===== config.mk =====
export PLATFORM = sky130hd
export DESIGN_NAME = multicycle_control
export DESIGN_NICKNAME = d
export VERILOG_FILES = /design/src/rtl/multicycle_control_pkg.sv /design/src/rtl/multicycle_control_alu_decoder.sv /design/src/rtl/multicycle_control.sv
export SDC_FILE = /design/constraint.sdc
export NUM_CORES = 1
export LEC_CHECK = 0
export ABC_AREA = 1
export CORE_MARGIN = 10
export CORE_UTILIZATION = 35
export DETAILED_ROUTE_END_ITERATION = 8
export GPL_ROUTABILITY_DRIVEN = 0
export HOLD_SLACK_MARGIN = 0.15
export PLACE_DENSITY = 0.9
export SLEW_MARGIN = 40
export SYNTH_ARGS = -nofsm -noshare
export SYNTH_HDL_FRONTEND = slang
export SYNTH_HIERARCHICAL = 1
export SYNTH_SLANG_ARGS = --single-unit

===== constraint.sdc =====
create_clock -name clk -period 4.55 [get_ports clk]
set_clock_uncertainty 0.2 [all_clocks]
set_input_delay 0.91 -clock clk [delete_from_list [all_inputs] [get_ports clk]]
set_output_delay 0.91 -clock clk [all_outputs]
set_load 0.02 [all_outputs]

===== src/rtl/multicycle_control_pkg.sv =====
// Shared encodings for the multicycle RISC-V control path: FSM states, ALUOp codes,
// and the select-field encodings also used by the extender and the datapath.
package multicycle_control_pkg;

    typedef enum logic [3:0] {
        S_FETCH,
        S_DECODE,
        S_MEMADR,
        S_MEMREAD,
        S_MEMWB,
        S_MEMWRITE,
        S_EXECUTER,
        S_EXECUTEI,
        S_ALUWB,
        S_JAL,
        S_BEQ
    } state_t;

    typedef enum logic [1:0] {
        ALUOP_ADD   = 2'b00,
        ALUOP_SUB   = 2'b01,
        ALUOP_FUNCT = 2'b10
    } alu_op_t;

    localparam logic [6:0] OP_LW    = 7'b0000011;
    localparam logic [6:0] OP_SW    = 7'b0100011;
    localparam logic [6:0] OP_RTYPE = 7'b0110011;
    localparam logic [6:0] OP_ITYPE = 7'b0010011;
    localparam logic [6:0] OP_JAL   = 7'b1101111;
    localparam logic [6:0] OP_BEQ   = 7'b1100011;

    localparam logic [1:0] IMM_I = 2'b00;
    localparam logic [1:0] IMM_S = 2'b01;
    localparam logic [1:0] IMM_B = 2'b10;
    localparam logic [1:0] IMM_J = 2'b11;

    localparam logic [1:0] RES_ALUOUT    = 2'b00;
    localparam logic [1:0] RES_DATA      = 2'b01;
    localparam logic [1:0] RES_ALURESULT = 2'b10;

    localparam logic [1:0] SRCA_PC    = 2'b00;
    localparam logic [1:0] SRCA_OLDPC = 2'b01;
    localparam logic [1:0] SRCA_RD1   = 2'b10;

    localparam logic [1:0] SRCB_RD2  = 2'b00;
    localparam logic [1:0] SRCB_IMM  = 2'b01;
    localparam logic [1:0] SRCB_FOUR = 2'b10;

    localparam logic [2:0] ALU_ADD = 3'b000;
    localparam logic [2:0] ALU_SUB = 3'b001;
    localparam logic [2:0] ALU_AND = 3'b010;
    localparam logic [2:0] ALU_OR  = 3'b011;
    localparam logic [2:0] ALU_SLT = 3'b101;

    // Immediate format depends only on the opcode, so the extender is ready in any state.
    function automatic logic [1:0] imm_src_of(input logic [6:0] op);
        case (op)
            OP_SW:   return IMM_S;
            OP_BEQ:  return IMM_B;
            OP_JAL:  return IMM_J;
            default: return IMM_I;
        endcase
    endfunction

endpackage


===== src/rtl/multicycle_control_alu_decoder.sv =====
// ALU operation decoder: maps the FSM's ALUOp and the instruction funct fields to ALUControl.
module alu_decoder
    import multicycle_control_pkg::*;
(
    input  alu_op_t    ALUOp,
    input  logic [2:0] funct3,
    input  logic       op5,
    input  logic       funct7b5,
    output logic [2:0] ALUControl
);

    logic w_is_sub;

    // Only R-type (op[5]=1) uses funct7b5 to select sub; addi with a negative imm must stay add.
    assign w_is_sub = op5 & funct7b5;

    always_comb begin
        ALUControl = ALU_ADD;
        case (ALUOp)
            ALUOP_ADD: ALUControl = ALU_ADD;
            ALUOP_SUB: ALUControl = ALU_SUB;
            ALUOP_FUNCT: begin
                case (funct3)
                    3'b000:  ALUControl = w_is_sub ? ALU_SUB : ALU_ADD;
                    3'b010:  ALUControl = ALU_SLT;
                    3'b110:  ALUControl = ALU_OR;
                    3'b111:  ALUControl = ALU_AND;
                    default: ALUControl = ALU_ADD;
                endcase
            end
            default: ALUControl = ALU_ADD;
        endcase
    end

endmodule


===== src/rtl/multicycle_control.sv =====
// Moore control FSM for a multicycle RISC-V core (lw, sw, R-type, I-type ALU, jal, beq).
// dbg_state exposes the current state for observation; it has no datapath role.
module multicycle_control
    import multicycle_control_pkg::*;
(
    input  logic       clk,
    input  logic       rst,
    input  logic [6:0] op,
    input  logic [2:0] funct3,
    input  logic       funct7b5,
    input  logic       Zero,
    output logic       PCWrite,
    output logic       AdrSrc,
    output logic       MemWrite,
    output logic       IRWrite,
    output logic       RegWrite,
    output logic [1:0] ResultSrc,
    output logic [1:0] ALUSrcA,
    output logic [1:0] ALUSrcB,
    output logic [2:0] ALUControl,
    output logic [1:0] ImmSrc,
    output logic [3:0] dbg_state
);

    state_t     r_state;
    state_t     w_next_state;
    alu_op_t    w_alu_op;
    logic       w_adr_src;
    logic       w_mem_write;
    logic       w_ir_write;
    logic       w_reg_write;
    logic       w_pc_update;
    logic       w_branch;
    logic [1:0] w_result_src;
    logic [1:0] w_alu_src_a;
    logic [1:0] w_alu_src_b;

    always_ff @(posedge clk) begin
        if (rst) r_state <= S_FETCH;
        else     r_state <= w_next_state;
    end

    always_comb begin
        w_next_state = S_FETCH;
        w_alu_op     = ALUOP_ADD;
        w_adr_src    = 1'b0;
        w_mem_write  = 1'b0;
        w_ir_write   = 1'b0;
        w_reg_write  = 1'b0;
        w_pc_update  = 1'b0;
        w_branch     = 1'b0;
        w_result_src = RES_ALUOUT;
        w_alu_src_a  = SRCA_PC;
        w_alu_src_b  = SRCB_RD2;
        case (r_state)
            S_FETCH: begin
                w_ir_write   = 1'b1;
                w_alu_src_b  = SRCB_FOUR;
                w_result_src = RES_ALURESULT;
                w_pc_update  = 1'b1;
                w_next_state = S_DECODE;
            end
            S_DECODE: begin
                // Precompute the branch target while the opcode is decoded.
                w_alu_src_a = SRCA_OLDPC;
                w_alu_src_b = SRCB_IMM;
                case (op)
                    OP_LW, OP_SW: w_next_state = S_MEMADR;
                    OP_RTYPE:     w_next_state = S_EXECUTER;
                    OP_ITYPE:     w_next_state = S_EXECUTEI;
                    OP_JAL:       w_next_state = S_JAL;
                    OP_BEQ:       w_next_state = S_BEQ;
                    default:      w_next_state = S_FETCH;
                endcase
            end
            S_MEMADR: begin
                w_alu_src_a  = SRCA_RD1;
                w_alu_src_b  = SRCB_IMM;
                w_next_state = op[5] ? S_MEMWRITE : S_MEMREAD;
            end
            S_MEMREAD: begin
                w_adr_src    = 1'b1;
                w_next_state = S_MEMWB;
            end
            S_MEMWB: begin
                w_result_src = RES_DATA;
                w_reg_write  = 1'b1;
                w_next_state = S_FETCH;
            end
            S_MEMWRITE: begin
                w_adr_src    = 1'b1;
                w_mem_write  = 1'b1;
                w_next_state = S_FETCH;
            end
            S_EXECUTER: begin
                w_alu_src_a  = SRCA_RD1;
                w_alu_src_b  = SRCB_RD2;
                w_alu_op     = ALUOP_FUNCT;
                w_next_state = S_ALUWB;
            end
            S_EXECUTEI: begin
                w_alu_src_a  = SRCA_RD1;
                w_alu_src_b  = SRCB_IMM;
                w_alu_op     = ALUOP_FUNCT;
                w_next_state = S_ALUWB;
            end
            S_ALUWB: begin
                w_reg_write  = 1'b1;
                w_next_state = S_FETCH;
            end
            S_JAL: begin
                w_alu_src_a  = SRCA_OLDPC;
                w_alu_src_b  = SRCB_FOUR;
                w_pc_update  = 1'b1;
                w_next_state = S_ALUWB;
            end
            S_BEQ: begin
                w_alu_src_a  = SRCA_RD1;
                w_alu_src_b  = SRCB_RD2;
                w_alu_op     = ALUOP_SUB;
                w_branch     = 1'b1;
                w_next_state = S_FETCH;
            end
            default: w_next_state = S_FETCH;
        endcase
    end

    alu_decoder u_alu_decoder (
        .ALUOp      (w_alu_op),
        .funct3     (funct3),
        .op5        (op[5]),
        .funct7b5   (funct7b5),
        .ALUControl (ALUControl)
    );

    // Write enables are gated by rst so a reset cycle can never commit architectural state.
    assign PCWrite   = ~rst & (w_pc_update | (w_branch & Zero));
    assign MemWrite  = ~rst & w_mem_write;
    assign IRWrite   = ~rst & w_ir_write;
    assign RegWrite  = ~rst & w_reg_write;
    assign AdrSrc    = w_adr_src;
    assign ResultSrc = w_result_src;
    assign ALUSrcA   = w_alu_src_a;
    assign ALUSrcB   = w_alu_src_b;
    assign ImmSrc    = imm_src_of(op);
    assign dbg_state = r_state;

endmodule


==> impl_metrics.csv <==
group,metric,value,unit
timing,setup-violations-final,0,
synth,yosys.area.top_type,"dfxtp_1",
clock_tree,clock_tree.buffer_depth,2,
setup_path,worstPathRequired,3.44,ns
synth,synth_cell_types,23,
run_status,status,"complete, no violations",
clock_tree,cts_tree,"yes",
clock_tree,cts_made_buffers,3,
finish,multi_input_area,364.1,um2
timing,period_needed,3.548,ns
synth,synthTopCellsByArea,"dfxtp_1 16%, nand2_1 15%, nor2_1 12%",
route,wirelength,1.671,mm
global_route,antenna_found_initial,0,
setup_path,startpoint_type,"input pin",
synth,syn_area,511.7,um2
route,drc,0,
timing,max_freq,0.2818,GHz
finish,drive_above_1_share,0.1393,
global_route,grt_first_pass_wirelength,2.773,mm
clock_tree,hold_buffers,0,
floorplanning,dieArea,3391,um2
clock_tree,post-cts-setup-buffers,0,
route,vias,672,
power,power.density,147.2,nW/um2
timing,rsz0062_at_grt,"no",
power,p_leak,0.3770,nW
power,clockPowerShare,0.327,
finish,syn_to_final_growth,71.88,%
global_route,track_usage,0.09787,
route,wl_met1,680,um
setup_path,cp-end-kind,"primary output",
synth,synth.top_cell.area_share,0.1565,
finish,layout.nets,140,
synth,avgSynthCellArea,5.882,um2
clock_tree,cts.clk_slew.worst_paths,0.04,ns
timing,finalHoldViolCount,0,
route,top_layer,"met4",
timing,worst-slew-pin-transition,0.3462,ns
placed_design,place_area,857.1,um2
clock_tree,cts-root-buf,"clkbuf_4",
power,combPwrFrac,0.381,
finish,final_cells,137,
setup_path,critPathArrivalTime,2.44,ns
route,drtIter0Drc,7,
floorplanning,fp.dieH,58.24,um
route,drtPass1Iterations,4,
timing,tns,0,ns
floorplanning,core-area,1334,um2
timing,hold_ws,0.3843,ns
run,maxCapViolations,0,
clock_tree,htreeDepth,1,
clock_tree,post_cts_resized,0,
floorplanning,die_w,58.24,um
clock_tree,cts_sinks,4,
finish,num_antenna_cells,0,
floorplanning,start_util,0.3837,
setup_path,cp-startpoint,"op[5]",
power,power.total,129.5,uW
power,ir_drop,0.0001296,V
power,p_int,90.33,uW
timing,maxSlewViolCount,0,
finish,regArea,80.08,um2
setup_path,crit_fanout,4,
global_route,grt_pass1_vias,664,
timing,fin_crit_sh,0.7798,
power,p_switching,39.17,uW
placed_design,dp_cells,134,
route,drtAntennaViolNets,0,
placed_design,port_buffers,33,
synth,postSynthCellCount,87,
setup_path,rr_startpoint,"dbg_state[2]$_SDFF_PP0_",
route,wl_met3,189,um
timing,max_slew_margin,0.7684,
global_route,grt_max_degree,9,
synth,ys_seq_elements,4,
route,dr_wl_met2,787,um
finish,fillCellCount,125,
clock_tree,worstSkewPairLatency,0.23,ns
global_route,grt_overflow,0,
route,wire_per_inst,12.20,um
floorplanning,fp-row-count,13,
synth,syn-num-nets,103,
power,power.share.switching,0.3025,
synth,ys.warnings.count,6,
synth,seq_area_frac_synth,0.1565,
floorplanning,num_io_pins,34,
finish,largest_reg_flops,4,
finish,finish.instance_area,879.6,um2
power,seq_power_share,0.292,
setup_path,critPathKind,"input pin to primary output",
worst_hold_path,hold_start,"dbg_state[1]$_SDFF_PP0_",
worst_hold_path,worstHoldPathType,"register to register",
placed_design,dp_hpwl,1.480,mm
route,vias_per_cell,4.905,
-- layer usage --
metal / GRT usage / vias to the layer above
met5: 0 / -
met4: 0.05034 / 0
met3: 0.04139 / 2
met2: 0.1733 / 33
met1: 0.09432 / 289
li1: - / 348
-- stage by stage --
step / utilization / worst slack [ns]
5_1_grt: 0.6595 / 0.8626
3_5_place_dp: 0.6426 / 0.9913
6_report: 0.6595 / 1.002
4_1_cts: 0.6595 / 0.9850
3_3_place_gp: 0.6426 / 1.020
2_1_floorplan: - / 1.777
-- logic make-up (layout without fill, tap and decap cells) --
family                     after synthesis  in the layout  share of synthesized area
AOI/OAI and AO/OA                       12             12                     0.1687
adders and majority gates                2              2                    0.04889
buffers and inverters                   18             53                     0.1320
DFF                                      4              4                     0.1565
and+or+nand+nor                         51             51                     0.4939
-- power by group through the flow --
stage / combinational (mW) / sequential, mW / clock (mW)
6_report: 0.0494 / 0.0378 / 0.0423
3_3_place_gp: 0.0487 / 0.0384 / 0
4_1_cts: 0.0499 / 0.0378 / 0.0441
3_5_place_dp: 0.0497 / 0.0383 / 0
2_1_floorplan: 0.0226 / 0.0391 / 0
5_1_grt: 0.0537 / 0.0379 / 0.0459
-- final timing paths --
kind,cells after the start,slack (ns),to
worst min register to register,2,0.38,dbg_state[2]$_SDFF_PP0_
worst min-delay path,2,0.38,dbg_state[2]$_SDFF_PP0_
worst max register to register,5,3.22,dbg_state[1]$_SDFF_PP0_
worst max-delay path,6,1.00,ImmSrc[0]
-- layout make-up --
class	count	area share
Timing Repair Buffer	33	0.3755
Tap cell	15	0.02134
Multi-Input combinational cell	65	0.4139
Sequential cell	4	0.09104
Clock buffer	3	0.02560
Inverter	17	0.07255
-- Yosys cell counts, drive strengths merged --
cell type / n
nor2: 22
o21ai: 1
o31ai: 2
nand4: 3
o211ai: 2
a21oi: 5
and3: 1
a211oi: 1
dfxtp: 4
o22ai: 1
ha: 2
inv: 17
clkbuf: 1
nand3: 3
nand2: 22
-- worst max-delay path, cell delays in order --
cell,delay (ns)
clkdlybuf4s50_1,0.52
inv_1,0.08
nor2_1,0.15
nand3_1,0.10
nand2_1,0.07
clkdlybuf4s50_1,0.60
-- cells in the final DEF (no fill, tap or decap), types with 2 or more instances in the layout --
cell	instances
a21oi_1	3
dfxtp_1	4
a21oi_2	2
inv_2	3
nand4_1	2
nor2_1	16
nor2_2	4
inv_1	14
ha_1	2
nand2_1	21
clkdlybuf4s50_1	33
o31ai_1	2
clkbuf_4	3
nand3_1	3
Note: power is estimated with default switching activity, not from simulation.
